### config.mk
export PLATFORM = sky130hd
export DESIGN_NAME = qu_fetch_flat
export DESIGN_NICKNAME = d
export VERILOG_FILES = /design/src/rtl/qu_common.sv /design/src/rtl/qu_fetch_if.sv /design/src/rtl/qu_fetch_fifo.sv /design/src/rtl/qu_fetch.sv /design/src/flat_wrapper.sv
export SDC_FILE = /design/constraint.sdc
export NUM_CORES = 1
export LEC_CHECK = 0
export CORE_AREA = 2 2 118 120
export DETAILED_ROUTE_END_ITERATION = 12
export DIE_AREA = 0 0 120 122
export PLACE_DENSITY = 0.65
export SETUP_SLACK_MARGIN = 0.15
export SYNTH_ARGS = -nofsm -noshare
export SYNTH_HDL_FRONTEND = slang
export SYNTH_HIERARCHICAL = 1
export SYNTH_SLANG_ARGS = --single-unit
export TNS_END_PERCENT = 20
### constraint.sdc
create_clock -name clk -period 3.5 [get_ports clk]
set_input_delay 0.525 -clock clk [delete_from_list [all_inputs] [get_ports clk]]
set_output_delay 0.525 -clock clk [all_outputs]
set_load 0.02 [all_outputs]
### src/rtl/qu_common.sv
// Shared fetch-path types and constants for the qu core.
package qu_common;

  localparam int unsigned QU_PC_WIDTH    = 12;
  localparam int unsigned QU_INSTR_WIDTH = 32;
  localparam int unsigned QU_FETCH_DEPTH = 2;

  typedef logic [QU_INSTR_WIDTH-1:0] instr_t;
  typedef logic [QU_PC_WIDTH-1:0]    pc_t;

  localparam pc_t QU_PC_RESET_VAL = '0;

  typedef struct packed {
    pc_t    pc;
    instr_t instr;
  } fetch_entry_t;

  // Instructions are word aligned; low address bits are dropped.
  function automatic pc_t align_pc(pc_t pc);
    return {pc[QU_PC_WIDTH-1:2], 2'b00};
  endfunction

endpackage

### src/rtl/qu_fetch_if.sv
// Fetch-stage bus: instruction-memory port, redirect input and decode handshake.
interface qu_fetch_if;
  import qu_common::*;

  logic   imem_en;
  pc_t    imem_addr;
  instr_t imem_rdata;
  logic   redirect_valid;
  pc_t    redirect_pc;
  logic   instr_valid;
  logic   instr_ready;
  instr_t instr;
  pc_t    instr_pc;

  modport master (
    output imem_en, imem_addr, instr_valid, instr, instr_pc,
    input  imem_rdata, redirect_valid, redirect_pc, instr_ready
  );

  modport slave (
    input  imem_en, imem_addr, instr_valid, instr, instr_pc,
    output imem_rdata, redirect_valid, redirect_pc, instr_ready
  );
endinterface

### src/rtl/qu_fetch_fifo.sv
// Small synchronous FIFO of fetched instructions with flush; head is read from registers.
module qu_fetch_fifo
  import qu_common::*;
#(
  parameter int unsigned Depth = QU_FETCH_DEPTH,
  localparam int unsigned PtrW = $clog2(Depth),
  localparam int unsigned CntW = $clog2(Depth + 1)
) (
  input  logic              clk,
  input  logic              rst_n,
  input  logic              flush,
  input  logic              push,
  input  fetch_entry_t      wdata,
  input  logic              pop,
  output fetch_entry_t      rdata,
  output logic              full,
  output logic              empty,
  output logic [CntW-1:0]   count
);

  fetch_entry_t    mem_q [Depth];
  logic [PtrW-1:0] wr_ptr_q, rd_ptr_q;
  logic [CntW-1:0] count_q;

  // Depth is a power of two, so the pointers wrap naturally.
  always_ff @(posedge clk or negedge rst_n) begin
    if (!rst_n) begin
      for (int i = 0; i < int'(Depth); i++) mem_q[i] <= '0;
      wr_ptr_q <= '0;
      rd_ptr_q <= '0;
      count_q  <= '0;
    end else if (flush) begin
      wr_ptr_q <= '0;
      rd_ptr_q <= '0;
      count_q  <= '0;
    end else begin
      if (push) begin
        mem_q[wr_ptr_q] <= wdata;
        wr_ptr_q        <= wr_ptr_q + PtrW'(1);
      end
      if (pop) rd_ptr_q <= rd_ptr_q + PtrW'(1);
      count_q <= count_q + CntW'(push) - CntW'(pop);
    end
  end

  assign rdata = mem_q[rd_ptr_q];
  assign full  = (count_q == CntW'(Depth));
  assign empty = (count_q == '0);
  assign count = count_q;

endmodule

### src/rtl/qu_fetch.sv
// Instruction fetch stage: sequential PC, one-cycle memory latency, buffered hand-off to decode.
module qu_fetch
  import qu_common::*;
#(
  parameter int unsigned FIFO_DEPTH = QU_FETCH_DEPTH
) (
  input logic          clk,
  input logic          rst_n,
  qu_fetch_if.master   bus
);

  localparam int unsigned CntW = $clog2(FIFO_DEPTH + 1);
  localparam logic [CntW:0] DepthLim = (CntW + 1)'(FIFO_DEPTH);

  pc_t             pc_q, pc_d, req_pc_q;
  logic            inflight_q, squash_q;
  logic            fifo_push, fifo_pop, fifo_full, fifo_empty;
  logic [CntW-1:0] fifo_count;
  logic [CntW:0]   occupancy;
  fetch_entry_t    fifo_wdata, head;
  logic            instr_valid, imem_en;

  always_comb begin
    instr_valid = !fifo_empty && !bus.redirect_valid;
    fifo_pop    = instr_valid && bus.instr_ready;
    fifo_push   = inflight_q && !squash_q && !bus.redirect_valid;
    // Slots committed next cycle: buffered + arriving - leaving; a new request needs one more.
    occupancy   = {1'b0, fifo_count} + (CntW + 1)'(inflight_q) - (CntW + 1)'(fifo_pop);
    imem_en     = rst_n && !bus.redirect_valid && (occupancy < DepthLim);
    pc_d        = pc_q;
    if (bus.redirect_valid) begin
      pc_d = align_pc(bus.redirect_pc);
    end else if (imem_en) begin
      pc_d = pc_q + QU_PC_WIDTH'(4);
    end
  end

  always_ff @(posedge clk or negedge rst_n) begin
    if (!rst_n) begin
      pc_q       <= QU_PC_RESET_VAL;
      req_pc_q   <= '0;
      inflight_q <= 1'b0;
      squash_q   <= 1'b0;
    end else begin
      pc_q       <= pc_d;
      inflight_q <= imem_en;
      squash_q   <= bus.redirect_valid;
      if (imem_en) req_pc_q <= pc_q;
    end
  end

  assign fifo_wdata = '{pc: req_pc_q, instr: bus.imem_rdata};

  qu_fetch_fifo #(
    .Depth (FIFO_DEPTH)
  ) u_fifo (
    .clk   (clk),
    .rst_n (rst_n),
    .flush (bus.redirect_valid),
    .push  (fifo_push),
    .wdata (fifo_wdata),
    .pop   (fifo_pop),
    .rdata (head),
    .full  (fifo_full),
    .empty (fifo_empty),
    .count (fifo_count)
  );

  // Request throttling must guarantee a response always finds a free slot.
  no_overflow_a: assert property (@(posedge clk) disable iff (!rst_n)
    !(fifo_push && fifo_full && !fifo_pop));

  assign bus.imem_en     = imem_en;
  assign bus.imem_addr   = pc_q;
  assign bus.instr_valid = instr_valid;
  assign bus.instr       = head.instr;
  assign bus.instr_pc    = head.pc;

endmodule

### src/flat_wrapper.sv
// flat-port wrapper written by rule: the top's interface ports become plain ports
module qu_fetch_flat import qu_common::*;
#(
  parameter int unsigned FIFO_DEPTH = QU_FETCH_DEPTH
)
  (clk, rst_n, bus_imem_en, bus_imem_addr, bus_instr_valid, bus_instr, bus_instr_pc, bus_imem_rdata, bus_redirect_valid, bus_redirect_pc, bus_instr_ready);
  qu_fetch_if bus_i ();
  input logic clk;
  input logic rst_n;
  output wire logic [$bits(bus_i.imem_en)-1:0] bus_imem_en;
  output wire logic [$bits(bus_i.imem_addr)-1:0] bus_imem_addr;
  output wire logic [$bits(bus_i.instr_valid)-1:0] bus_instr_valid;
  output wire logic [$bits(bus_i.instr)-1:0] bus_instr;
  output wire logic [$bits(bus_i.instr_pc)-1:0] bus_instr_pc;
  input wire logic [$bits(bus_i.imem_rdata)-1:0] bus_imem_rdata;
  input wire logic [$bits(bus_i.redirect_valid)-1:0] bus_redirect_valid;
  input wire logic [$bits(bus_i.redirect_pc)-1:0] bus_redirect_pc;
  input wire logic [$bits(bus_i.instr_ready)-1:0] bus_instr_ready;
  assign bus_imem_en = bus_i.imem_en;
  assign bus_imem_addr = bus_i.imem_addr;
  assign bus_instr_valid = bus_i.instr_valid;
  assign bus_instr = bus_i.instr;
  assign bus_instr_pc = bus_i.instr_pc;
  assign bus_i.imem_rdata = bus_imem_rdata;
  assign bus_i.redirect_valid = bus_redirect_valid;
  assign bus_i.redirect_pc = bus_redirect_pc;
  assign bus_i.instr_ready = bus_instr_ready;
  qu_fetch #(.FIFO_DEPTH(FIFO_DEPTH)) u_core (.clk(clk), .rst_n(rst_n), .bus(bus_i));
endmodule
# After elaboration in Yosys (flattened, before gate mapping)
# Cells that the tools add are included.
dict set report totals {
  word_cells 53
  input_bits 48
  output_inout_bits 58
  reg_bits 118
}
dict set report op_classes {
  addsub 7
  n_lt_le_gt_ge 4
  n_bitwise 3
  n_mux 13
  reduce_logical 15
}
# op count
set ops {}
lappend ops {{2-to-1 mux 44 bit} 4}
lappend ops {{bitwise mux 88 bit} 1}
lappend ops {{demux 44 bit (select 1 bit)} 1}
lappend ops {{2-to-1 mux 12 bit} 2}
lappend ops {{adder 12 x 3 -> 12 bit, second input constant} 1}
lappend ops {{logical AND 1 bit} 7}
lappend ops {{nonzero test 2 bit} 3}
lappend ops {{>= comparator 2 bit, second input constant} 2}
lappend ops {{2-to-1 mux 1 bit} 4}
lappend ops {{NOT 1 -> 2 bit} 2}
lappend ops {{adder 2 x 1 -> 3 bit} 1}
lappend ops {{logical NOT 1 bit} 3}
lappend ops {{less-than comparator 3 x 2 -> 1 bit, second input constant} 1}
lappend ops {{subtractor 3 x 1 -> 3 bit} 1}
lappend ops {{adder 1 bit, second input constant} 2}
lappend ops {{adder 2 x 1 -> 2 bit} 1}
lappend ops {{logical NOT 2 bit} 1}
lappend ops {{less-than comparator 2 x 1 -> 1 bit, second input constant} 1}
lappend ops {{2-to-1 mux 2 bit} 1}
lappend ops {{AND reduction 2 bit} 1}
lappend ops {{subtractor 2 x 1 -> 2 bit} 1}
lappend ops {{NOT 1 bit} 1}

# Depth between registers and ports, before layout
# Gate-level depths: netlist of the first run.
dict set report depth {
  depth_word 9
  depth_mapped 13
  depth_no_buf 11
}

# Modules after synthesis
# Netlist of the first run, hierarchy kept.
# mod area_per_inst_um2 cells_per_inst n_inst seq_area_each_um2
set by_module_without_submodules {}
lappend by_module_without_submodules {qu_fetch_fifo 4045.1 252 1 2302.2}
lappend by_module_without_submodules {qu_fetch 1089.8 116 1 550.5}

# Least setup slack after synthesis of the first run
# No wires, ideal clock.
dict set report synth_timing {
  path_type {input-to-output}
  startpoint {in bus_redirect_valid}
  endpoint {out bus_imem_en}
  path_slack_ps 147
  t_required_ps 2975
  path_buffers 2
  t_arrival_ps 2828
  path_stages 10
  path_cell_list {nor2_1 -> and2_1 -> ha_1 -> nand2b_1 -> fa_1 -> xor2_1 -> or3_1 -> buf_2 -> inv_1 -> buf_2}
}
dict set report synth_via {
  elab_chain_cells 6
  word_cells_on_any_way 7
  cone_classes {add/sub (1); order compare (1); reduce/logical (5)}
}
# element line
set synth_rtl {}
lappend synth_rtl {{start: declaration} flat_wrapper.sv:16} ;# input wire logic [$bits(bus_i.redirect_valid)-1:0] bus_redirect_valid;
lappend synth_rtl {{logical NOT 1 bit} qu_fetch.sv:24} ;# instr_valid = !fifo_empty && !bus.redirect_valid;
lappend synth_rtl {{logical AND 1 bit} qu_fetch.sv:24}
lappend synth_rtl {{logical AND 1 bit} qu_fetch.sv:25} ;# fifo_pop = instr_valid && bus.instr_ready;
lappend synth_rtl {{via u_core.fifo_pop} qu_fetch.sv:17} ;# logic fifo_push, fifo_pop, fifo_full, fifo_empty;
lappend synth_rtl {{subtractor 3 x 1 -> 3 bit} qu_fetch.sv:28} ;# occupancy = {1'b0, fifo_count} + (CntW + 1)'(inflight_q) - (CntW + 1)'(fifo_pop);
lappend synth_rtl {{less-than comparator 3 x 2 -> 1 bit} qu_fetch.sv:29} ;# imem_en = rst_n && !bus.redirect_valid && (occupancy < DepthLim);
lappend synth_rtl {{logical AND 1 bit} qu_fetch.sv:29}
lappend synth_rtl {{end: declaration} flat_wrapper.sv:10} ;# output wire logic [$bits(bus_i.imem_en)-1:0] bus_imem_en;
# The timed path passes the listed nets, and every way through them passes these cells.

# Worst setup path after layout of the first run
dict set report layout_timing {
  startpoint {reg u_core.u_fifo.count_q[0] (netlist: u_core/u_fifo/count[0])}
  endpoint {out bus_imem_en}
}
dict set report layout_via {
  elab_chain_cells 7
  word_cells_on_any_way 8
  cone_classes {add/sub (2); order compare (1); reduce/logical (5)}
}
# element line
set layout_rtl {}
lappend layout_rtl {{start: declaration} qu_fetch_fifo.sv:23} ;# logic [CntW-1:0] count_q;
lappend layout_rtl {{start signal: assignment} qu_fetch_fifo.sv:42} ;# count_q <= count_q + CntW'(push) - CntW'(pop);
lappend layout_rtl {{logical NOT 2 bit} qu_fetch_fifo.sv:48} ;# assign empty = (count_q == '0);
lappend layout_rtl {{via u_core.fifo_empty} qu_fetch.sv:17}
lappend layout_rtl {{logical NOT 1 bit} qu_fetch.sv:24}
lappend layout_rtl {{logical AND 1 bit} qu_fetch.sv:24}
lappend layout_rtl {{logical AND 1 bit} qu_fetch.sv:25}
lappend layout_rtl {{via u_core.fifo_pop} qu_fetch.sv:17}
lappend layout_rtl {{subtractor 3 x 1 -> 3 bit} qu_fetch.sv:28}
lappend layout_rtl {{less-than comparator 3 x 2 -> 1 bit} qu_fetch.sv:29}
lappend layout_rtl {{logical AND 1 bit} qu_fetch.sv:29}
# The timed path passes the listed nets, and every way through them passes these cells.

==> flow_summary_export.csv, run 1 <==
group,metric,value,unit
layout,post-route-util,0.516,
critical_path,path_cells,"nor2_1, nor2_2, and2_1, ha_1, nand2b_1, fa_2, nand2_1, or3_4, inv_2, buf_6",
clock_tree,clk_pin_slew_worst_paths,0.05,ns
pwr,p_switching,0.00126,W
job,max_cap_violations,0,
floorplan,initial_core_util,0.380,
global_route,grt_pass1_wl,17500,µm
pwr,switching_share,0.266,
synthesis,synth_area,5130,µm²
global_route,grt_max_degree,64,
pwr,combPwrFrac,0.271,
layout,final_common_cell,"mux2_2",
drt,avgRoutedWirePerCell,15.6,µm
sta,setup-violations-final,0,
sta,drv_slew,0,
pwr,ir_drop,0.000270,V
clock_tree,hold_buffers,0,
floorplan,core-area,13500,µm²
critical_path,worst_ep_required_time,2.97,ns
layout,area.growth.synth_to_final,36.0,%
sta,timing.fmax,308,MHz
critical_path,start_kind,"flip-flop",
global_route,grt_use_total,0.156,
floorplan,die-height,122,µm
global_route,grt_pass1_vias,3504,
drt,dr_total_vias,3308,
drt,drtIter0Drc,193,
critical_path,worstRegToRegCells,11,
synthesis,avgSynthCellArea,14.0,µm²
sta,fin_crit_sh,0.929,
sta,min_period,3.25,ns
critical_path,crit_path_max_incr_delay,0.52,ns
clock_tree,clockBufferDepth,2,
clock_tree,cts_tree,"yes",
global_route,use_met3,0.0440,
clock_tree,cts_root_buf,"clkbuf_16",
placement,dp_hpwl,6920,µm
pwr,p_per_area,681,nW/µm²
synthesis,yosys_warnings,6,
floorplan,rows,43,
sta,rsz0062_at_grt,"no",
sta,worst_pin_slew,0.799,ns
floorplan,die_w,120,µm
clock_tree,numCtsBuffers,17,
sta,setup_tns,0,ns
drt,drc,0,
synthesis,synth_cells,367,
layout,drive_gt1_frac,0.368,
clock_tree,cts_max_level,4,
floorplan,ios,106,
pwr,internal_power,0.00348,W
global_route,grtUsageMet2,0.247,
critical_path,path_class,"reg2out",
layout,nNetsFinal,542,
outcome,status,"complete, no violations",
global_route,grt_util_met1,0.201,
pwr,power.share.clock,0.365,
placement,place_congestion,0.766,
layout,fillers,1198,
global_route,antenna_found_initial,0,
critical_path,cp-end-kind,"primary output",
clock_tree,cts_sinks,114,
sta,hold_viol,0,
global_route,grt-ovfl-total,0,
global_route,top_usage_layer,"met2",
critical_path,slowest_stage,"fa_2",
critical_path,cp_max_fo,3,
sta,maxSlewHeadroom,0.467,
pwr,p_leak,3.19,nW
clock_tree,clk_latency,0.40,ns
layout,mostFrequentLayoutCells,"129 x mux2_2, 113 x dfrtp_1, 98 x clkdlybuf4s50_1, 34 x nand2_1, 17 x clkbuf_16",
placement,place.port_buffers,101,
drt,final_antenna_net_count,0,
layout,antenna_cells,0,
critical_path,cp.arrival,2.73,ns
pwr,power_frac_seq,0.364,
drt,via_per_inst,4.86,
sta,fin_skew,0.00674,ns
drt,drtPass1Iterations,4,
floorplan,fp.dieArea,14600,µm²
min_path,worstHoldPathType,"in2async",
pwr,finalPower,0.00475,W
drt,drt_wl_total,10600,µm
## repair_timing
action                     4_1_cts  5_1_grt
resized for setup                8        2
setup buffers                    0        1
setup endpoints to repair        1        1
gates cloned                     0        0
## registers in the layout (all words and copies together), names as in the netlist
register	flops
u_core/u_fifo/mem_q	88
u_core/u_fifo/rd_ptr_q	1
u_core/inflight_q	1
u_core/req_pc_q	10
u_core/bus.imem_addr	10
u_core/u_fifo/wr_ptr_q	1
u_core/squash_q	1
u_core/u_fifo/count	2
## metrics by stage
step                cell area, µm²  hold WS, ns  instances  setup slack (ns)
CTS                           6960        0.323        679             0.159
global placement              6360        0.464        649            -0.320
detailed placement            6360        0.481        649            -0.348
global route                  6970        0.367        680             0.133
finish                        6970        0.302        680             0.249
floorplan                     5150        0.229        372             0.267
## final timing paths
check / start / endpoint / slack [ns]
setup reg to reg: u_core/u_fifo/count[0]$_DFF_PN0_ / u_core/bus.imem_addr[9]$_DFFE_PN0P_ / 0.59
max in group asynchronous: rst_n / u_core/u_fifo/rd_ptr_q$_DFFE_PN0P_ / 1.91
min in group clk: u_core/u_fifo/mem_q[87]$_DFFE_PN0P_ / u_core/u_fifo/mem_q[87]$_DFFE_PN0P_ / 0.49
setup / recovery: u_core/u_fifo/count[0]$_DFF_PN0_ / bus_imem_en / 0.25
hold / removal: rst_n / u_core/u_fifo/mem_q[77]$_DFFE_PN0P_ / 0.30
hold reg to reg: u_core/u_fifo/mem_q[87]$_DFFE_PN0P_ / u_core/u_fifo/mem_q[87]$_DFFE_PN0P_ / 0.49
## layer usage
| layer | up-vias | part of all wire |
|---|---|---|
| met5 | - | 0 |
| met1 | 1672 | 0.46 |
| met2 | 75 | 0.48 |
| met4 | 0 | 0.015 |
| li1 | 1545 | - |
| met3 | 16 | 0.041 |
## worst max-delay path, delay by kind of cell, from the launching register on
family	cells	cell delay, ns
adders and majority gates	2	0.80
buffers and inverters	2	0.18
DFF	1	0.39
and+or+nand+nor	6	0.96
## area by class of cell
class / instances / area, µm² / area share
sequential: 114 / 2850 / 0.409
inverter: 7 / 26.3 / 0.00377
clock inverter: 5 / 100 / 0.0144
multi-input combinational: 231 / 2110 / 0.302
tap: 180 / 225 / 0.0323
clock buffer: 25 / 495 / 0.0710
timing repair buffer: 118 / 1160 / 0.167
## power groups by stage
stage | sequential (W) | combinational [W] | clock (W)
2_1_floorplan | 0.00172 | 0.000726 | 0
6_report | 0.00173 | 0.00129 | 0.00173
5_1_grt | 0.00177 | 0.00139 | 0.00183
3_3_place_gp | 0.00173 | 0.00128 | 0
3_5_place_dp | 0.00175 | 0.00129 | 0
4_1_cts | 0.00173 | 0.00130 | 0.00178
No activity file was read; power rests on OpenSTA's default activity.
==> inputs of run 2 (changes only) <==
--- a/config.mk
+++ b/config.mk
@@ -5,10 +5,10 @@
 export SDC_FILE = /design/constraint.sdc
 export NUM_CORES = 1
 export LEC_CHECK = 0
-export CORE_AREA = 2 2 118 120
+export CORE_AREA = 2 2 105 107
 export DETAILED_ROUTE_END_ITERATION = 12
-export DIE_AREA = 0 0 120 122
-export PLACE_DENSITY = 0.65
+export DIE_AREA = 0 0 107 109
+export PLACE_DENSITY = 0.79
 export SETUP_SLACK_MARGIN = 0.15
 export SYNTH_ARGS = -nofsm -noshare
 export SYNTH_HDL_FRONTEND = slang
==> run 2 against run 1 <==
Compared with the run above: power increased by 0.64%; critical path type is now in2out; critical path depth unchanged; sequential cell count unchanged; die area fell by 20%; fmax is 0.75% lower.
==> flow_summary_export.csv, run 2 (synthesis gave the netlist of run 1 again) <==
group,metric,value,unit
outcome,status,"complete, no violations",
critical_path,worst_ep_required_time,2.97,ns
drt,drt_wl_total,10500,µm
floorplan,core-area,10600,µm²
critical_path,critPathLaunch,"bus_redirect_valid",
floorplan,fp.dieArea,11700,µm²
floorplan,initial_core_util,0.484,
drt,avgRoutedWirePerCell,16.5,µm
placement,pre_cts_ws,-0.347,ns
critical_path,cp.arrival,2.75,ns
clock_tree,clk_pin_slew_worst_paths,0.05,ns
global_route,grt_pass1_vias,3631,
clock_tree,clk_latency,0.50,ns
drt,drtIter0Drc,143,
placement,dpl_cell_area,6290,µm²
sta,rsz0062_at_grt,"no",
global_route,antenna_found_initial,0,
critical_path,path_class,"in2out",
layout,drive_gt1_frac,0.382,
job,max_cap_violations,0,
layout,mostFrequentLayoutCells,"129 x mux2_2, 113 x dfrtp_1, 99 x clkdlybuf4s50_1, 33 x nand2_1",
critical_path,start_kind,"primary input",
clock_tree,cts_max_level,4,
global_route,grtUsageMet2,0.326,
placement,place.port_buffers,101,
layout,largest_reg_flops,88,
clock_tree,cts_tree,"yes",
clock_tree,cts_sinks,114,
placement,dp_hpwl,6720,µm
pwr,p_per_area,688,nW/µm²
placement,place_congestion,0.816,
critical_path,timing.rr.start,"u_core/u_fifo/count[0]$_DFF_PN0_",
sta,fin_crit_sh,0.936,
drt,final_antenna_net_count,0,
global_route,grt-ovfl-total,0,
sta,min_period,3.28,ns
critical_path,worstRegToRegCells,11,
critical_path,cp_max_fo,2,
sta,hold_viol,0,
sta,drv_slew,0,
sta,setup-violations-final,0,
sta,setup_tns,0,ns
global_route,use_met3,0.0610,
layout,top_register,"u_core/u_fifo/mem_q",
global_route,grt_util_met1,0.236,
layout,area.growth.synth_to_final,35.3,%
layout,finish.instance_area,6940,µm²
drt,drc,0,
drt,via_per_inst,5.16,
pwr,finalPower,0.00478,W
pwr,p_leak,3.19,nW
sta,maxSlewHeadroom,0.418,
floorplan,ios,106,
layout,nNetsFinal,541,
global_route,grt_use_total,0.191,
critical_path,reg2reg_slack,0.69,ns
layout,fillers,787,
clock_tree,clockBufferDepth,2,
clock_tree,numCtsBuffers,17,
min_path,worstHoldPathType,"in2async",
sta,worst_pin_slew,0.873,ns
critical_path,cp-end-kind,"primary output",
clock_tree,cts_root_buf,"clkbuf_8",
sta,timing.fmax,305,MHz
critical_path,rr_endpoint,"u_core/bus.imem_addr[9]$_DFFE_PN0P_",
floorplan,rows,38,
layout,final_common_cell,"mux2_2",
critical_path,endpoint,"bus_imem_en",
sta,fin_skew,0.00870,ns
global_route,grt_pass1_wl,17300,µm
drt,drtPass1Iterations,4,
sta,worst_slack,0.225,ns
floorplan,die_w,107,µm
floorplan,die-height,109,µm
global_route,grt_max_degree,70,
pwr,ir_drop,0.000286,V
drt,dr_total_vias,3304,
layout,antenna_cells,0,
global_route,top_usage_layer,"met2",
[run 2: changes by cell type in the layout (fill, tap and decap cells not counted), sizes merged]
cell	before	now
clkbuf	25	20
clkinv	2	5
clkinvlp	0	2
buf	19	18
bufinv	3	4
clkdlybuf4s50	98	99
dlymetal6s2s	1	0
[run 2: report_power, final]
part / internal (W) / total (W) / switching [W]
Clock: 0.00118 / 0.00174 / 0.000563
Sequential: 0.00158 / 0.00173 / 0.000153
Combinational: 0.000723 / 0.00130 / 0.000578
Total: 0.00348 / 0.00478 / 0.00129
[run 2: worst min path at each step]
stage                                        startpoint                                   end  slack, ns
floorplan                                         rst_n  u_core/bus.imem_addr[10]$_DFFE_PN0P_       0.23
global placement    u_core/u_fifo/mem_q[87]$_DFFE_PN0P_   u_core/u_fifo/mem_q[87]$_DFFE_PN0P_       0.46
detailed placement  u_core/u_fifo/mem_q[65]$_DFFE_PN0P_   u_core/u_fifo/mem_q[65]$_DFFE_PN0P_       0.48
CTS                                               rst_n   u_core/u_fifo/mem_q[63]$_DFFE_PN0P_       0.28
global route                                      rst_n   u_core/u_fifo/mem_q[19]$_DFFE_PN0P_       0.33
finish                                            rst_n   u_core/u_fifo/mem_q[19]$_DFFE_PN0P_       0.26
[run 2: what timing repair did]
item                                    4_1_cts  5_1_grt
cloned                                        0        0
hold buffers                                  0        0
pin swaps                                     1        3
buffers inserted                              1        0
resized for setup                             9        5
endpoints found under the setup margin        1        1
[run 2: through the flow]
stage / util / hold slack [ns] / instances
after floorplan: - / 0.229 / 372
after global placement: 0.593 / 0.464 / 608
after detailed placement: 0.593 / 0.481 / 608
after CTS: 0.652 / 0.277 / 640
after global routing: 0.654 / 0.325 / 640
final: 0.654 / 0.257 / 640
[run 2: worst max-delay path, cell delays in order]
cell and delay [ns]:
clkdlybuf4s50_1 0.43, nor2_2 0.13, and2_4 0.17, ha_4 0.19, nand2b_4 0.13, fa_2 0.53, nand2_2 0.06, or3_4 0.40
inv_4 0.07, buf_6 0.11
[run 2: area by class of cell]
cell class	count	area, µm²	area share
clock buffers	20	445	0.0642
clock inverters	11	160	0.0231
inverters	7	28.8	0.00415
multi-input cells	231	2130	0.307
flip-flops and latches	114	2850	0.411
well taps	140	175	0.0252
repair buffers	117	1140	0.165
[run 2: layer usage]
| metal | vias to the layer above | share of wire |
|---|---|---|
| li1 | 1542 | - |
| met1 | 1677 | 0.43 |
| met2 | 78 | 0.51 |
| met3 | 7 | 0.053 |
| met4 | 0 | 0.0050 |
| met5 | - | 0 |
